File: src/rtl/iob_prescaler_pkg.sv
// iob_prescaler_pkg: build defaults and FSM state encoding shared by the prescaler files
package iob_prescaler_pkg;
    localparam int IOB_PRESCALER_DATA_W = 16;
    localparam int IOB_PRESCALER_RST_DIV = 0;
    typedef enum logic {IDLE = 1'b0, RUN = 1'b1} state_e;
endpackage

File: src/rtl/iob_prescaler_shadow.sv
// iob_prescaler_shadow: divisor register, shadow/pending handshake and same-cycle bypass
module iob_prescaler_shadow #(
    parameter int DATA_W  = 16,
    parameter int RST_DIV = 0
) (
    input  logic              clk_i,
    input  logic              rst_i,
    input  logic              cke_i,
    input  logic              run_i,
    input  logic              tick_i,
    input  logic              stop_i,
    input  logic [DATA_W-1:0] div_i,
    input  logic              div_valid_i,
    output logic              div_ready_o,
    output logic [DATA_W-1:0] reload_o
);
    logic [DATA_W-1:0] div_r_q, div_r_d, shadow_q, shadow_d;
    logic              pend_q, pend_d, accept, commit;
    assign accept      = cke_i & div_valid_i & ~pend_q;
    assign div_ready_o = ~pend_q;
    assign reload_o    = accept ? div_i : pend_q ? shadow_q : div_r_q;
    // A new divisor may become active only while idle, at a tick, or when leaving RUN
    assign commit      = ~run_i | tick_i | stop_i;
    always_comb begin
        div_r_d  = commit ? reload_o : div_r_q;
        pend_d   = commit ? 1'b0 : (pend_q | accept);
        shadow_d = (~commit & accept) ? div_i : shadow_q;
    end
    always_ff @(posedge clk_i) begin
        if (rst_i) begin
            div_r_q  <= DATA_W'(RST_DIV);
            shadow_q <= '0;
            pend_q   <= 1'b0;
        end else if (cke_i) begin
            div_r_q  <= div_r_d;
            shadow_q <= shadow_d;
            pend_q   <= pend_d;
        end
    end
endmodule

File: src/rtl/iob_prescaler.sv
// iob_prescaler: programmable tick generator; IOB_PRESCALER_ONESHOT_EN adds oneshot_i
module iob_prescaler
    import iob_prescaler_pkg::*;
#(
    parameter int DATA_W  = IOB_PRESCALER_DATA_W,
    parameter int RST_DIV = IOB_PRESCALER_RST_DIV
) (
    input  logic              clk_i,
    input  logic              cke_i,
    input  logic              rst_i,
    input  logic [DATA_W-1:0] div_i,
    input  logic              div_valid_i,
    output logic              div_ready_o,
    input  logic              start_i,
    input  logic              stop_i,
`ifdef IOB_PRESCALER_ONESHOT_EN
    input  logic              oneshot_i,
`endif
    output logic              busy_o,
    output logic              tick_o
);
    state_e            state_q, state_d;
    logic [DATA_W-1:0] cnt_q, cnt_d, reload;
    logic              os_q, os_d, os_in;
`ifdef IOB_PRESCALER_ONESHOT_EN
    assign os_in = oneshot_i;
`else
    assign os_in = 1'b0;
`endif
    assign busy_o = state_q == RUN;
    assign tick_o = (state_q == RUN) & (cnt_q == '0) & cke_i;
    iob_prescaler_shadow #(.DATA_W(DATA_W), .RST_DIV(RST_DIV)) u_shadow (
        .clk_i       (clk_i),
        .rst_i       (rst_i),
        .cke_i       (cke_i),
        .run_i       (state_q == RUN),
        .tick_i      (tick_o),
        .stop_i      (stop_i),
        .div_i       (div_i),
        .div_valid_i (div_valid_i),
        .div_ready_o (div_ready_o),
        .reload_o    (reload)
    );
    always_comb begin
        state_d = state_q;
        cnt_d   = cnt_q;
        os_d    = os_q;
        if (state_q == IDLE) begin
            if (start_i & ~stop_i) begin
                state_d = RUN;
                cnt_d   = reload;
                os_d    = os_in;
            end
        end else if (stop_i) begin
            state_d = IDLE;
            os_d    = 1'b0;
        end else if (cnt_q == '0) begin
            cnt_d   = reload;
            state_d = os_q ? IDLE : RUN;
            os_d    = 1'b0;
        end else begin
            cnt_d = cnt_q - 1'b1;
        end
    end
    always_ff @(posedge clk_i) begin
        if (rst_i) begin
            state_q <= IDLE;
            cnt_q   <= '0;
            os_q    <= 1'b0;
        end else if (cke_i) begin
            state_q <= state_d;
            cnt_q   <= cnt_d;
            os_q    <= os_d;
        end
    end
endmodule

File: config.mk
export PLATFORM = sky130hd
export DESIGN_NAME = iob_prescaler
export DESIGN_NICKNAME = d
export VERILOG_FILES = /design/src/rtl/iob_prescaler_pkg.sv /design/src/rtl/iob_prescaler_shadow.sv /design/src/rtl/iob_prescaler.sv
export SDC_FILE = /design/constraint.sdc
export NUM_CORES = 1
export LEC_CHECK = 0
export ABC_AREA = 1
export CAP_MARGIN = 20
export CORE_UTILIZATION = 52
export DETAILED_ROUTE_END_ITERATION = 12
export PLACE_DENSITY = 0.84
export SLEW_MARGIN = 30
export SYNTH_ARGS = -nofsm -noshare
export SYNTH_HDL_FRONTEND = slang
export SYNTH_SLANG_ARGS = --single-unit
File: constraint.sdc
create_clock -name clk_i -period 4.2 [get_ports clk_i]
set_input_delay 1.26 -clock clk_i [delete_from_list [all_inputs] [get_ports clk_i]]
set_output_delay 1.26 -clock clk_i [all_outputs]
set_load 0.05 [all_outputs]
Word level (Yosys, flattened, before mapping). Index checks and enable logic that the tools add are counted.

Register bits: 51. Bits in latches: 0. RAM bits: 0. Bits in read-only memories: 0. Input port bits: 22. Output and inout bits: 3. Word-level logic and storage cells: 44. Memories kept: 0.

$add $sub $neg: 1. Multipliers: 0. Div/mod/pow operators: 0. Order comparisons: 0. Eq/ne operators: 2. Shift-type cells: 0. Mux-type cells: 16. Bitwise gates (word level): 13. Reduce and logical (&&, ||, !) cells: 6.

Operators by type and width (number): $mux W16 (6); $logic_not A16 Y1 (1); $sub A16 B1 Y16 const B (1); $mux W1 (10); $and A1 B1 Y1 (6); $reduce_and A3 Y1 (2); $not A1 Y1 (4); $reduce_and A2 Y1 (2); $ne A3 B2 Y1 const B (1); $or A1 B1 Y1 (3); $ne A2 B2 Y1 const B (1); $reduce_bool A2 Y1 (1).

Depth between registers and ports, before layout. Gate-level depths: netlist of run 1.

Word-level depth: 8. Mapped depth: 13. Gate-level depth less buffers: 11.

Cells and area by module. Synthesis of run 1 repeated with hierarchy kept, for this count alone.

Cells, all modules: 507. Area, all modules: 3131.8 um^2.

By module, submodules not included: iob_prescaler_shadow (times used 1, cells each 286, area each 1773.0 um^2, seq. area each 660.6 um^2); iob_prescaler (times used 1, cells each 221, area each 1358.8 um^2, seq. area each 340.3 um^2).

Worst setup path after synthesis of run 1. OpenSTA, ideal clock, no wires.

Kind: in2out. From: input cke_i. To: output tick_o. Arrival: 2897 ps. Data required time: 2940 ps. Slack: 43 ps. Stages on the path: 2. Path buffers: 0. Cell sequence: inv_1 nor4_1.

Cells in the longest elaborated chain, start to end: 1.

RTL lines: from (decl) (line iob_prescaler.sv:9) `input logic cke_i,`; $and A1 B1 Y1 (line iob_prescaler.sv:31) `assign tick_o = (state_q == RUN) & (cnt_q == '0) & cke_i;`; to (decl) (line iob_prescaler.sv:20) `output logic tick_o`.

No other way between the ends.

Worst setup path after layout of run 1. Ends and elaborated chain as after synthesis.

==> results of run 1 <==
[worst register-to-register path, cell delays in order (launching register included)]
cell and delay [ns]:
dfxtp_1 0.68, inv_1 0.13, nor2_1 0.30, buf_4 0.29, nand3_2 0.38, o21ai_0 0.30, nor2_1 0.07
[power breakdown]
group	leakage (uW)	switching (uW)	total, uW	internal [uW]
Sequential	0.000407	16.6	509	493
Combinational	0.000981	161	252	90.6
Clock	0.0000542	168	344	176
Total	0.00144	346	1100	759
[cells by family after synthesis]
| group | after synthesis | synth area share [%] |
|---|---|---|
| DFF | 50 | 34.83 |
| AOI/OAI and AO/OA | 58 | 11.15 |
| xor gates and xnor gates | 2 | 0.6096 |
| adders and majority gates | 2 | 0.8706 |
| buffers and inverters | 62 | 9.752 |
| and+or+nand+nor | 280 | 42.80 |
[synth_stat cells (all sizes together) (2+ instances only)]
library cell,n
inv,39
a22oi,2
ha,2
nor3,4
o21ai,10
nand2,148
o211ai,4
clkbuf,9
nand3,28
buf,14
a21oi,41
dfxtp,50
nand4,23
nor2,74
[stage by stage]
step / util (%) / cell area (um2) / std cells
after global routing: 62.26 / 3241 / 537
after floorplan: - / 2874 / 454
after detailed placement: 60.19 / 3133 / 530
after global placement: 60.19 / 3133 / 530
final: 62.26 / 3241 / 537
after CTS: 62.26 / 3241 / 537
[area by class of cell]
| class | count | area share [%] |
|---|---|---|
| Clock inverter | 2 | 1.197 |
| Sequential cell | 50 | 30.89 |
| Tap cell | 70 | 2.703 |
| Inverter | 39 | 4.517 |
| Multi-Input combinational cell | 342 | 49.30 |
| Timing Repair Buffer | 29 | 9.266 |
| Clock buffer | 5 | 2.124 |
[worst max path at each step]
stage	slack (ns)	from	end
6_report	0.37	cke_i	tick_o
5_1_grt	0.22	cke_i	tick_o
4_1_cts	0.37	cke_i	tick_o
3_5_place_dp	0.39	cke_i	tick_o
3_3_place_gp	0.39	cke_i	tick_o
2_1_floorplan	0.04	cke_i	tick_o
[state kept, by name, summed over array words and instances (netlist names)]
name	flops
cnt_q	16
u_shadow.div_r_q	16
u_shadow.shadow_q	16
busy_o	1
u_shadow.pend_q	1
[routing by layer]
| metal | share of wire [%] | GRT usage [%] | up-vias |
|---|---|---|---|
| li1 | - | - | 1489 |
| met1 | 45 | 32.31 | 1325 |
| met2 | 46 | 43.33 | 99 |
| met3 | 5.2 | 4.671 | 21 |
| met4 | 3.2 | 12.88 | 0 |
| met5 | 0 | 0 | - |
==> out/qor.csv, run 1 <==
metric,value,unit
hpwl,4968,um
post-synth-top-area-fraction,34.83,%
max_slew.worst_pin.slew,0.8110,ns
critical_path_buf_inv_count,4,
holdPathEnd,u_shadow.shadow_q[9],
cts-root-buf,clkbuf_8,
path_clk_slew,0.09,ns
syn-num-nets,478,
avgSynthCellArea,6.330,um2
finalNetCount,491,
wl,7244,um
cap_viol_max_count,0,
ir_worst_vdd,0.1703,mV
synth_top_cell_by_area,dfxtp_1,
hold_viol,0,
grt_antenna_before_repair,0,
layout-drive-gt1-share,6.424,%
min_period_over_period,91.23,%
cp-end-kind,output port,
yosys_most_used_dff,dfxtp_1,
hold_ws,0.4674,ns
rows,26,
mostFrequentLayoutCells,"146 x nand2_1, 67 x nor2_1, 50 x dfxtp_1",
io_buffers,24,
grt_pass1_vias,2721,
cts_resized,0,
cts_setup_buffers,0,
worstPathRequired,2.94,ns
finClkSkew,0.004436,ns
clock_path_buffers,2,
status,finished clean,
grt_overflow,0,
yosys_register_bits,50,
crit_type,in -> out,
multiInputGateArea,0.001598,mm2
drt_iter0_drc,179,
reg2reg_slack,1.92,ns
worstPathMaxFanout,4,
slowest_delay,0.52,ns
seqCellArea,0.001001,mm2
fin_tns_setup,0,ns
die_width,76.35,um
p_leak,0.001443,uW
start_util,55.22,%
clock-sinks,50,
cp.depth,5,
worst_skew_pair.late_latency,0.30,ns
routabilityCongestion,0.8957,
design.core.area,0.005205,mm2
setup_ws,0.3685,ns
final_common_cell,nand2_1,
r2r-start,busy_o,
min_period,3.831,ns
ys_types,33,
pin_count,25,
syn_area,0.002874,mm2
hold_depth,2,
synth_area_leaders,"dfxtp_1 35%, nand2_1 19%, nor2_1 8.8%",
die_h,76.35,um
grt_pass1_wl,12330,um
synth-edff-count,0,
fill_cells,486,
vias_per_cell,5.464,
drtPass1Iterations,5,
synthCells,454,
relSlewSlack,45.81,%
finalMaxSlewViolations,0,
route.detailed.drc,0,
antenna_left,0,
antenna_cells,0,
cts_buffers,5,
rsz0062_at_grt,no,
async_flop_share,0,%
grt_max_degree,35,
grt_use_total,26.05,%
cts_hold_buf,0,
totalPowerFinal,1105,uW
place_worst_setup_slack,0.3897,ns
rr_worst_depth,6,
p_per_area,340.9,mW/mm2
hold_path_startpoint,u_shadow.shadow_q[9],
critical-path-top-delay-family,buffers and inverters,
yosys_warnings,0,
cts_tree,done,
areaGrowthSynthToFinish,12.76,%
vias,2934,
cp_cell_sequence,"clkdlybuf4s50_1, inv_1, nor4_1, buf_4, buf_12",
critPathArrivalTime,2.57,ns
dieArea,0.005829,mm2
slowest_stage,clkdlybuf4s50_1,
hp-class,reg -> reg,
post_drt_wl_per_cell,13.49,um
synth-seq-area-share,34.83,%
setup_violations,0,
r2r_end,u_shadow.shadow_q[2],
h-tree-depth,2,
fmax,261.0,MHz
startpoint_type,input pin,
Power figures use the tool's default switching activity.
==> inputs of run 2 (changes only) <==
--- a/config.mk
+++ b/config.mk
@@ -12,2 +12,3 @@
 export PLACE_DENSITY = 0.84
+export RECOVER_POWER = 100
 export SLEW_MARGIN = 30
--- a/constraint.sdc
+++ b/constraint.sdc
@@ -3,2 +3,2 @@
 set_output_delay 1.26 -clock clk_i [all_outputs]
-set_load 0.05 [all_outputs]
+set_load 0.1 [all_outputs]
==> run 2 against run 1 <==
Net effect:
- final cell count did not move
- die area unchanged
- combinational power about the same
- worst hold slack worse by 0.0048 ns
- clock skew up 0.0045 ns
- flip-flop and latch count unchanged
- sequential share of layout area grew 0.52 points
- wire length is 2.7% lower
- largest cell class unchanged
- largest power group unchanged
- highest routed layer unchanged
==> out/qor.csv, run 2 (synthesis results as in run 1) <==
metric,value,unit
grt_use_total,25.86,%
die_h,76.35,um
drt_iter0_drc,282,
antenna_left,0,
design.core.area,0.005205,mm2
grt_max_degree,35,
worstPathMaxFanout,4,
cp-end-kind,output port,
vias_per_cell,5.380,
mostFrequentLayoutCells,"146 x nand2_1, 68 x nor2_1, 50 x dfxtp_1",
fmax,256.7,MHz
die_width,76.35,um
ir_worst_vdd,0.2228,mV
min_period_over_period,92.75,%
pin_count,25,
final_cells,537,
hold_viol,0,
reg_top3,"cnt_q: 16 flops, u_shadow.div_r_q: 16 flops, u_shadow.shadow_q: 16 flops",
path_clk_slew,0.09,ns
routed-wl-met2,3095,um
cts_resized,0,
antenna_cells,0,
setup_violations,0,
finClkSkew,0.008893,ns
finalNetCount,490,
cts_setup_buffers,0,
cts_hold_buf,0,
layout-drive-gt1-share,5.567,%
routabilityCongestion,0.9108,
cts_buffers,5,
clock_path_buffers,2,
wl,7048,um
cap_viol_max_count,0,
final_common_cell,nand2_1,
finalMaxSlewViolations,0,
max_slew.worst_pin.slew,1.341,ns
post_drt_wl_per_cell,13.12,um
worstPathRequired,2.94,ns
p_per_area,332.6,mW/mm2
placedCellCount,529,
relSlewSlack,10.62,%
clock-sinks,50,
critPathArrivalTime,2.64,ns
rsz0062_at_grt,no,
crit_type,in -> out,
grt_pass1_vias,2578,
seqCellArea,0.001001,mm2
dieArea,0.005829,mm2
hpwl,4774,um
fill_cells,485,
totalPowerFinal,1060,uW
vias,2889,
top_layer,met4,
min_period,3.896,ns
drt-met1-wl,3363,um
start_util,55.22,%
cts_tree,done,
grt_antenna_before_repair,0,
areaGrowthSynthToFinish,10.88,%
dr_wl_met3,375,um
hp-class,reg -> reg,
worst_skew_pair.late_latency,0.31,ns
h-tree-depth,2,
rows,26,
route.detailed.drc,0,
io_buffers,24,
fin_tns_setup,0,ns
multiInputGateArea,0.001593,mm2
grt_pass1_wl,12160,um
cts-root-buf,clkbuf_8,
startpoint_type,input pin,
drtPass1Iterations,5,
status,finished clean,
p_leak,0.001415,uW
grt_overflow,0,
==> run 2: path summary, 6_finish.rpt <==
check | slack (ns) | from | depth (start not counted) | endpoint
worst min register to register | 0.46 | u_shadow.shadow_q[15] | 2 | u_shadow.shadow_q[15]
worst max-delay path | 0.30 | cke_i | 4 | tick_o
worst min-delay path | 0.46 | u_shadow.shadow_q[15] | 2 | u_shadow.shadow_q[15]
worst max register to register | 1.54 | cnt_q[0] | 8 | u_shadow.div_r_q[2]
==> run 2: metal layers <==
layer	up-vias	track usage [%]
li1	1478	-
met1	1300	34.20
met2	92	40.90
met3	19	4.192
met4	0	12.50
met5	-	0
==> run 2: layout make-up <==
cell class                      count  share of cell area, %
Clock buffer                        6                  2.591
Clock inverter                      2                 0.3926
Inverter                           39                  4.594
Multi-Input combinational cell    342                  49.98
Sequential cell                    50                  31.41
Tap cell                           70                  2.748
Timing Repair Buffer               28                  8.284
==> run 2: stage by stage <==
stage	setup WS, ns	util (%)	hold slack [ns]	cell area (um2)
finish	0.3045	61.23	0.4626	3187
global route	0.2181	61.23	0.4772	3187
CTS	0.3636	61.83	0.4671	3218
detailed placement	0.3694	60.00	0.4525	3123
global placement	0.3774	60.00	0.4490	3123
floorplan	0.4737	-	0.4391	2889
==> run 2: worst max-delay path, cell delays in order <==
cell,delay (ns)
dlygate4sd3_1,0.64
inv_1,0.15
nor4_4,0.37
buf_12,0.22
==> run 2: power breakdown <==
part / internal (uW) / total [uW] / switching (uW) / leakage, uW
registers: 492 / 509 / 16.4 / 0.000407
clock network: 133 / 300 / 167 / 0.0000472
logic: 87.2 / 251 / 164 / 0.000960
==> RTL edit: new RTL, settings of run 2 <==
Add a define of `IOB_PRESCALER_ONESHOT_EN`.
--- a/src/rtl/iob_prescaler.sv
+++ b/src/rtl/iob_prescaler.sv
@@ -1,4 +1,6 @@
 // iob_prescaler: programmable tick generator; IOB_PRESCALER_ONESHOT_EN adds oneshot_i
+`define IOB_PRESCALER_ONESHOT_EN
+
 module iob_prescaler
     import iob_prescaler_pkg::*;
 #(
Interface: changed (added oneshot_i); port bits go from 25 to 26. The function was not compared with the original's and may differ.
==> RTL edit against run 2 <==
  * Design area rose by 2.7%
  * Sequential cell count grew 1
  * Non-clock buffer count unchanged
  * Area after synthesis rose by 2.4%
  * Setup slack worse by 93 ps
  * Wire length shrank 4.4%
  * Worst hold slack gained 6.0 ps
  * Register-to-register slack better by 20 ps
  * Final cell count is 6.0% higher
  * Power grew 8.3%
  * Largest cell class unchanged
  * Largest power group unchanged
==> RTL edit: results (changes against run 2) <==
Logic synthesis
  • Top FF cell, synth: dfxtp_1 (unchanged)
  • Post-synthesis sequential area ratio: 0.347 (was 0.348)
  • Mapped Nets: 507 (was 478)
  • Post-synthesis cell count: 482 (was 454)
  • Count of different cell masters after synthesis: 29 (was 33)
  • Synth cell count leaders: nand2_1, nor2_1, dfxtp_1 (unchanged)
  • Syn. warnings: 0 (unchanged)
  • Area contributors post-synth: dfxtp_1, nand2_1, nor2_1, nand3_1, a21oi_1 (was dfxtp_1, nand2_1, nor2_1, a21oi_1, inv_1)
  • Asr flop ratio synth: 0 (unchanged)

Finish
  • Share of layout cells above drive strength 1: 0.0483 (was 0.0557)
  • Non-Filler Instances: 569 (was 537)
  • Layout Nets: 521 (was 490)
  • Ant. Diodes: 0 (unchanged)
  • Largest registers: cnt_q x16, u_shadow.div_r_q x16, u_shadow.shadow_q x16 (unchanged)

Clocking
  • CTS Buffer Depth: 2 (unchanged)
  • CTS buffer count: 5 (unchanged)
  • Postcts setup bufs: 0 (unchanged)
  • CTS root buffer: clkbuf_8 (unchanged)
  • CTS H-tree lvls: 2 (unchanged)
  • Cts repair resizes: 0 (unchanged)
  • Clock Pin Slew Worst Setup and Hold Paths: 90 ps (about the same)
  • Clock Latency Late Sink: 310 ps (about the same)

Drt
  • Wirelength per Cell: 11.8 um (was 13.1 um)
  • Via density: 5.15 (was 5.38)
  • Initial DRT Pass Iterations: 4 (was 5)
  • Starting DRT DRC Count: 226 (was 282)

Timing
  • Fin. max-slew vios: 0 (unchanged)
  • Layout Skew: 12.2 ps (was 8.89 ps)
  • Worst Max-Slew Pin Slew: 1390 ps (was 1340 ps)

Worst hold path
  • Hold Path Class: reg2reg (unchanged)

Global routing
  • GRT Total Usage: 0.246 (was 0.259)
  • Antenna violations before repair: 0 (unchanged)
  • Vias in the first global route: 2734 (was 2578)
  • Largest net degree at the start of global routing: 35 (unchanged)
  • First-pass GRT wire length: 12100 um (was 12200 um)

Place
  • Port bufs: 25 (was 24)
  • Dpl hpwl: 4730 um (was 4770 um)
  • Global placer's final weighted congestion: 0.848 (was 0.911)
  • Dpl cells: 561 (was 529)

Setup path
  • Crit-path max cell delay: 660 ps (was 640 ps)
  • CP Max Fanout: 5 (was 4)
  • Crit path max-delay family: buffers and inverters (unchanged)
  • Slowest-stage cell, CP: dlygate4sd3_1 (unchanged)

Power
  • Leak: 1.52 nW (was 1.41 nW)
  • Worst vdd ir: 228 uV (was 223 uV)

Status
  • Outcome: finished, final reports clean (unchanged)
[RTL edit: cell count changes after synthesis, sizes merged, moves of 6 or more]
cell / before / now
o21ai: 10 / 3
a21oi: 41 / 35
nand3: 28 / 50
nand4: 23 / 3
nand2: 148 / 176
nor2: 74 / 87
[RTL edit: power breakdown]
group          internal, mW  switching [mW]  total (mW)  leakage [nW]
Combinational         0.118           0.212       0.329          1.07
Clock                 0.116           0.172       0.288        0.0402
Sequential            0.509          0.0221       0.531         0.416
Total                 0.743           0.405        1.15          1.52
[RTL edit: layer usage]
layer	wire [um]	share of wire	global-route usage
met3	292	0.043	0.0381
met4	67	0.0099	0.0774
met1	3100	0.46	0.314
met2	3280	0.49	0.421
met5	0	0	0
[RTL edit: path summary, 6_finish.rpt]
path              cells after the start  slack (ps)                              start                                end
setup / recovery                      4         210                              cke_i                             tick_o
setup reg to reg                      8        1560       u_shadow.pend_q$_SDFFE_PP0P_              cnt_q[8]$_SDFFE_PP0P_
hold reg to reg                       2         470  u_shadow.shadow_q[6]$_SDFFE_PP0P_  u_shadow.shadow_q[6]$_SDFFE_PP0P_
hold / removal                        2         470  u_shadow.shadow_q[6]$_SDFFE_PP0P_  u_shadow.shadow_q[6]$_SDFFE_PP0P_
[RTL edit: area by class of cell]
class | instances | area [sq um]
inverters | 40 | 150
repair buffers | 28 | 279
well taps | 72 | 90.1
clock buffers | 5 | 68.8
fillers | 556 | 2200
clock inverters | 3 | 20.0
flip-flops and latches | 51 | 1020
multi-input cells | 370 | 1640
[RTL edit: logic make-up after synthesis]
| kind of cell | synth area share |
|---|---|
| and+or+nand+nor | 0.466 |
| buffers and inverters | 0.0931 |
| DFF | 0.347 |
| AOI/OAI and AO/OA | 0.0706 |
| xor gates and xnor gates | 0.0149 |
| adders and majority gates | 0.00850 |
[RTL edit: worst register-to-register path, cell delays in order, from the launching register on]
cell and delay, ps:
dfxtp_1 530, inv_1 180, nand3_1 120, inv_1 70, clkbuf_1 1000, a21oi_1 330
nand2_1 130, nand3_1 80, a21oi_1 130
[RTL edit: per-stage QoR]
stage | area, sq um | worst slack, ps
2_1_floorplan | 2950 | 319
3_3_place_gp | 3200 | 369
3_5_place_dp | 3200 | 364
4_1_cts | 3290 | 371
5_1_grt | 3270 | 172
6_report | 3270 | 211
